File: src/rtl/demux12_stream_if.sv
// rtl/demux12_stream_if.sv - input stream and two output streams of the 1:2 packet demux
interface demux12_stream_if #(
  parameter int W = 8
);
  logic         s_valid;
  logic         s_ready;
  logic [W-1:0] s_data;
  logic         s_last;
  logic         s_sel;

  logic         m0_valid;
  logic         m0_ready;
  logic [W-1:0] m0_data;
  logic         m0_last;

  logic         m1_valid;
  logic         m1_ready;
  logic [W-1:0] m1_data;
  logic         m1_last;

  // master: producer of the input stream and consumer of both outputs
  modport master (
    output s_valid, s_data, s_last, s_sel, m0_ready, m1_ready,
    input  s_ready, m0_valid, m0_data, m0_last, m1_valid, m1_data, m1_last
  );

  // slave: the demux itself
  modport slave (
    input  s_valid, s_data, s_last, s_sel, m0_ready, m1_ready,
    output s_ready, m0_valid, m0_data, m0_last, m1_valid, m1_data, m1_last
  );
endinterface

File: src/rtl/demux12_stream.sv
// rtl/demux12_stream.sv - 1:2 packet demux, route locked per packet, one-entry output slices
module demux12_stream #(
  parameter int W     = 8,
  parameter int CNT_W = 8
) (
  input  logic               clk,
  input  logic               rst_n,
  demux12_stream_if.slave    bus,
  output logic [CNT_W-1:0]   pkt_cnt0,
  output logic [CNT_W-1:0]   pkt_cnt1
);
  typedef enum logic {IDLE = 1'b0, BUSY = 1'b1} state_t;

  localparam logic [CNT_W-1:0] CNT_ONE = {{(CNT_W-1){1'b0}}, 1'b1};

  state_t state, state_nxt;
  logic   lock_sel, lock_sel_nxt;
  logic   tgt, tgt_free, rdy, acc, load0, load1;

  // The first beat of a packet routes on s_sel directly; later beats use the locked copy.
  always_comb begin
    state_nxt    = state;
    lock_sel_nxt = lock_sel;
    tgt          = (state == BUSY) ? lock_sel : bus.s_sel;
    tgt_free     = tgt ? (~bus.m1_valid | bus.m1_ready) : (~bus.m0_valid | bus.m0_ready);
    rdy          = rst_n & tgt_free;
    acc          = bus.s_valid & rdy;
    load0        = acc & ~tgt;
    load1        = acc & tgt;
    if (acc) begin
      case (state)
        IDLE: begin
          if (!bus.s_last) begin
            state_nxt    = BUSY;
            lock_sel_nxt = bus.s_sel;
          end
        end
        BUSY: begin
          if (bus.s_last) state_nxt = IDLE;
        end
        default: state_nxt = IDLE;
      endcase
    end
  end

  assign bus.s_ready = rdy;

  always_ff @(posedge clk or negedge rst_n) begin
    if (!rst_n) begin
      state    <= IDLE;
      lock_sel <= 1'b0;
    end else begin
      state    <= state_nxt;
      lock_sel <= lock_sel_nxt;
    end
  end

  always_ff @(posedge clk or negedge rst_n) begin
    if (!rst_n) begin
      bus.m0_valid <= 1'b0;
      bus.m0_data  <= '0;
      bus.m0_last  <= 1'b0;
    end else if (load0) begin
      bus.m0_valid <= 1'b1;
      bus.m0_data  <= bus.s_data;
      bus.m0_last  <= bus.s_last;
    end else if (bus.m0_valid && bus.m0_ready) begin
      bus.m0_valid <= 1'b0;
    end
  end

  always_ff @(posedge clk or negedge rst_n) begin
    if (!rst_n) begin
      bus.m1_valid <= 1'b0;
      bus.m1_data  <= '0;
      bus.m1_last  <= 1'b0;
    end else if (load1) begin
      bus.m1_valid <= 1'b1;
      bus.m1_data  <= bus.s_data;
      bus.m1_last  <= bus.s_last;
    end else if (bus.m1_valid && bus.m1_ready) begin
      bus.m1_valid <= 1'b0;
    end
  end

  // Counters wrap silently; a packet counts when its last beat is accepted.
  always_ff @(posedge clk or negedge rst_n) begin
    if (!rst_n) begin
      pkt_cnt0 <= '0;
      pkt_cnt1 <= '0;
    end else if (acc && bus.s_last) begin
      if (tgt) pkt_cnt1 <= pkt_cnt1 + CNT_ONE;
      else     pkt_cnt0 <= pkt_cnt0 + CNT_ONE;
    end
  end
endmodule

File: src/flat_wrapper.sv
// flat-port wrapper written by rule: the top's interface ports become plain ports
module demux12_stream_flat 
#(
  parameter int W     = 8,
  parameter int CNT_W = 8
)
  (clk, rst_n, pkt_cnt0, pkt_cnt1, bus_s_valid, bus_s_data, bus_s_last, bus_s_sel, bus_m0_ready, bus_m1_ready, bus_s_ready, bus_m0_valid, bus_m0_data, bus_m0_last, bus_m1_valid, bus_m1_data, bus_m1_last);
  demux12_stream_if #(.W(W)) bus_i ();
  input  logic clk;
  input  logic rst_n;
  output logic [CNT_W-1:0] pkt_cnt0;
  output logic [CNT_W-1:0] pkt_cnt1;
  input wire logic [$bits(bus_i.s_valid)-1:0] bus_s_valid;
  input wire logic [$bits(bus_i.s_data)-1:0] bus_s_data;
  input wire logic [$bits(bus_i.s_last)-1:0] bus_s_last;
  input wire logic [$bits(bus_i.s_sel)-1:0] bus_s_sel;
  input wire logic [$bits(bus_i.m0_ready)-1:0] bus_m0_ready;
  input wire logic [$bits(bus_i.m1_ready)-1:0] bus_m1_ready;
  output wire logic [$bits(bus_i.s_ready)-1:0] bus_s_ready;
  output wire logic [$bits(bus_i.m0_valid)-1:0] bus_m0_valid;
  output wire logic [$bits(bus_i.m0_data)-1:0] bus_m0_data;
  output wire logic [$bits(bus_i.m0_last)-1:0] bus_m0_last;
  output wire logic [$bits(bus_i.m1_valid)-1:0] bus_m1_valid;
  output wire logic [$bits(bus_i.m1_data)-1:0] bus_m1_data;
  output wire logic [$bits(bus_i.m1_last)-1:0] bus_m1_last;
  assign bus_i.s_valid = bus_s_valid;
  assign bus_i.s_data = bus_s_data;
  assign bus_i.s_last = bus_s_last;
  assign bus_i.s_sel = bus_s_sel;
  assign bus_i.m0_ready = bus_m0_ready;
  assign bus_i.m1_ready = bus_m1_ready;
  assign bus_s_ready = bus_i.s_ready;
  assign bus_m0_valid = bus_i.m0_valid;
  assign bus_m0_data = bus_i.m0_data;
  assign bus_m0_last = bus_i.m0_last;
  assign bus_m1_valid = bus_i.m1_valid;
  assign bus_m1_data = bus_i.m1_data;
  assign bus_m1_last = bus_i.m1_last;
  demux12_stream #(.W(W), .CNT_W(CNT_W)) u_core (.clk(clk), .rst_n(rst_n), .bus(bus_i), .pkt_cnt0(pkt_cnt0), .pkt_cnt1(pkt_cnt1));
endmodule
File: config.mk
export PLATFORM = sky130hd
export DESIGN_NAME = demux12_stream_flat
export DESIGN_NICKNAME = d
export VERILOG_FILES = /design/src/rtl/demux12_stream_if.sv /design/src/rtl/demux12_stream.sv /design/src/flat_wrapper.sv
export SDC_FILE = /design/constraint.sdc
export NUM_CORES = 1
export LEC_CHECK = 0
export BUFFER_PORTS_ARGS = -buffer_cell sky130_fd_sc_hd__buf_2
export CAP_MARGIN = 20
export CORE_ASPECT_RATIO = 1.75
export CORE_MARGIN = 5
export CORE_UTILIZATION = 53
export CTS_BUF_LIST = sky130_fd_sc_hd__clkbuf_16
export DETAILED_ROUTE_END_ITERATION = 12
export HOLD_SLACK_MARGIN = 0.03
export PLACE_DENSITY = 0.91
export SYNTH_ARGS = -nofsm -noshare
export SYNTH_HDL_FRONTEND = slang
export SYNTH_SLANG_ARGS = --single-unit
File: constraint.sdc
create_clock -name clk -period 3.4 [get_ports clk]
set_input_delay 0.51 -clock clk [delete_from_list [all_inputs] [get_ports clk]]
set_output_delay 0.51 -clock clk [all_outputs]
set_load 0.02 [all_outputs]
==> reports/metrics.yaml <==
min_period_ns: 2.09
synth-seq-cells: 38
synth_cells: 161
ir_drop_mv: 0.509
yosysSeqAreaShare: 0.588
grt_pass1_wl_um: 6050
final_max_slew_viol_count: 0
synth_top_area_share: 0.588
die_h_um: 83.1
instances_no_fill: 245
rows: 26
antennaDiodeCount: 0
hp-class: "input port to asynchronous set/reset pin"
pin_count: 52
antenna_found_initial: 0
first_global_vias: 1330
core_um2: 2930
cts_buffers: 5
synth_area_leaders: "dfrtp_1 59%, nand2_1 14%, xor2_1 4.9%"
clock_latency_ns: 0.28
reg2regPathDepth: 4
io_buffer_count: 51
dp.cells: 237
drcViolationCount: 0
finalSetupTns_ns: 0
totalPowerFinal_uw: 1680
yosys_warnings: 0
clk_path_buf_depth: 2
worst_ep_arrival_time_ns: 2.29
syn_nets: 178
post_cts.repair.setup_buffers: 0
path_max_fanout: 15
htree_levels: 2
worst_pin_slew_ns: 0.670
fillers: 223
end_kind: "flip-flop"
vias: 1326
dr.pass1.iters: 5
cp-start-kind: "flip-flop"
fp.dieW_um: 51.8
cts_root_buffer: "clkbuf_16"
synth.distinct_cells: 24
initial_core_util: 0.552
max_stage_delay_ns: 0.61
worstPathCellList: "mux2i_1 -> nand4_1 -> nor3_1 -> xor2_1"
setup_violations: 0
drt_wl_total_um: 3600
cap_violations: 0
ctsHoldBuffers: 0
viasPerCell: 5.41
nets: 233
postRouteAntennaNets: 0
avgSynthCellArea_um2: 10.0
crit_type: "flip-flop to flip-flop"
hold_slack_ns: 0.158
track_usage: 0.186
mappedNetlistArea_um2: 1620
hpwl_um: 2630
power_leakage_uw: 0.00115
finalCritPeriodShare: 0.616
cellPowerDensity_nw_per_um2: 824
drt-initial-drc-count: 34
cp_slowest_cell: "nand4_1"
grt_overflow: 0
status: "completed"
finalHoldViolCount: 0
rsz0062_at_grt: "false"
fin_skew_ns: 0.00322
drive_above_1_share: 0.295
routedWlPerCell_um: 14.7
relSlewSlack: 0.552
grt_max_degree: 24
cts_tree: "done"
finalCoreUtilization: 0.697
dieArea_um2: 4300
post_cts_resized: 0
area_growth_pct: 26.2
yosys.area.top_type: "dfrtp_1"
fmax_mhz: 478
clkSlewWorstSetupHoldPaths_ns: 0.05
cts_sinks: 38
place.gp.congestion: 0.832
cp.required_ns: 3.60
[cell usage after synthesis]
master     n
and3_1     3
and2_1     1
o41ai_1    1
nor3_2     3
clkbuf_1   2
dfrtp_1   38
xor2_1     9
nand4_1    8
nor2_1     4
nor3_1     3
or3_1      1
nand2_1   61
nor4_1     1
o21ai_1    1
mux2_1     2
nand3_1    4
nand2b_1   2
mux2i_1    1
ha_1       2
xnor2_1    5
buf_2      4
nor3b_2    1
o21ai_0    2
nor2b_1    2
[registers in the layout, indices dropped and copies added, names as in the netlist]
| signal | cells |
|---|---|
| u_core.state | 1 |
| u_core.bus.m0_last | 1 |
| u_core.bus.m0_valid | 1 |
| u_core.lock_sel | 1 |
| u_core.bus.m0_data | 8 |
| u_core.pkt_cnt0 | 8 |
| u_core.bus.m1_last | 1 |
| u_core.bus.m1_data | 8 |
| u_core.bus.m1_valid | 1 |
| u_core.pkt_cnt1 | 8 |
[per-layer routing]
metal  up-vias  wire length [µm]  track usage
met5         -                 0            0
met4         0                78       0.0716
met3         9               203       0.0502
met2        46              1850        0.312
met1       631              1460        0.219
li1        640                 -            -
[stage by stage]
| step | setup slack, ns | area [µm²] |
|---|---|---|
| CTS | 1.29 | 2040 |
| finish | 1.31 | 2040 |
| floorplan | 1.76 | 1620 |
| global route | 1.15 | 2040 |
| global placement | 1.22 | 1900 |
| detailed placement | 1.18 | 1900 |
[kinds of logic (layout without fill, tap and decap cells)]
group           Yosys count  count (layout)  synth area share
simple gates             94              94             0.269
flops                    38              38             0.588
xor+xnor                 14              14            0.0759
buf+inv                   6              62            0.0170
compound gates            4               4            0.0147
mux                       3               3            0.0201
fa+ha+maj                 2               2            0.0155
[critical path, delay by kind of cell, from the launching register on]
kind | cells | cell delay, ns
XOR/XNOR | 1 | 0.17
flip-flops | 1 | 0.41
multiplexers | 1 | 0.39
AND/OR/NAND/NOR | 2 | 1.05
[power breakdown]
group          leakage [µW]  total, µW  internal, µW  switching (µW)
logic              0.000591        543           191             352
clock network     0.0000724        427           264             162
registers          0.000484        711           593             118
[placed cells by master, fill, tap and decap left out]
master / synthesis / layout
nand2_1: 61 / 61
buf_2: 4 / 51
dfrtp_1: 38 / 38
xor2_1: 9 / 9
nand4_1: 8 / 8
xnor2_1: 5 / 5
clkbuf_16: 0 / 5
nor2_1: 4 / 4
nand3_1: 4 / 4
and3_1: 3 / 3
nor3_1: 3 / 3
nor3_2: 3 / 3
buf_4: 0 / 3
nor2b_1: 2 / 2
nand2b_1: 2 / 2
o21ai_0: 2 / 2
mux2_1: 2 / 2
ha_1: 2 / 2
mux2i_1: 1 / 1
and2_1: 1 / 1
nor3b_2: 1 / 1
or3_1: 1 / 1
o41ai_1: 1 / 1
nor4_1: 1 / 1
o21ai_1: 1 / 1
clkinv_1: 0 / 1
inv_1: 0 / 1
clkinv_2: 0 / 1
[final timing paths]
check,slack [ns],endpoint,from
max in group asynchronous,2.61,u_core.pkt_cnt1[2],rst_n
worst max register to register,1.31,u_core.pkt_cnt0[7],u_core.state
worst min register to register,0.46,u_core.pkt_cnt0[7],u_core.pkt_cnt0[7]
worst min-delay path,0.16,u_core.pkt_cnt0[7],rst_n
min in group clk,0.44,u_core.bus.m1_data[3],bus_s_data[3]
worst max-delay path,1.31,u_core.pkt_cnt0[7],u_core.state
[cell type report]
class	instances	area [µm²]	area share
repair buffers	54	278	0.136
clock inverters	3	12.5	0.00613
flip-flops and latches	38	951	0.466
clock buffers	5	125	0.0613
multi-input cells	117	638	0.313
well taps	28	35.0	0.0172
Note: power is estimated with default switching activity, not from simulation.
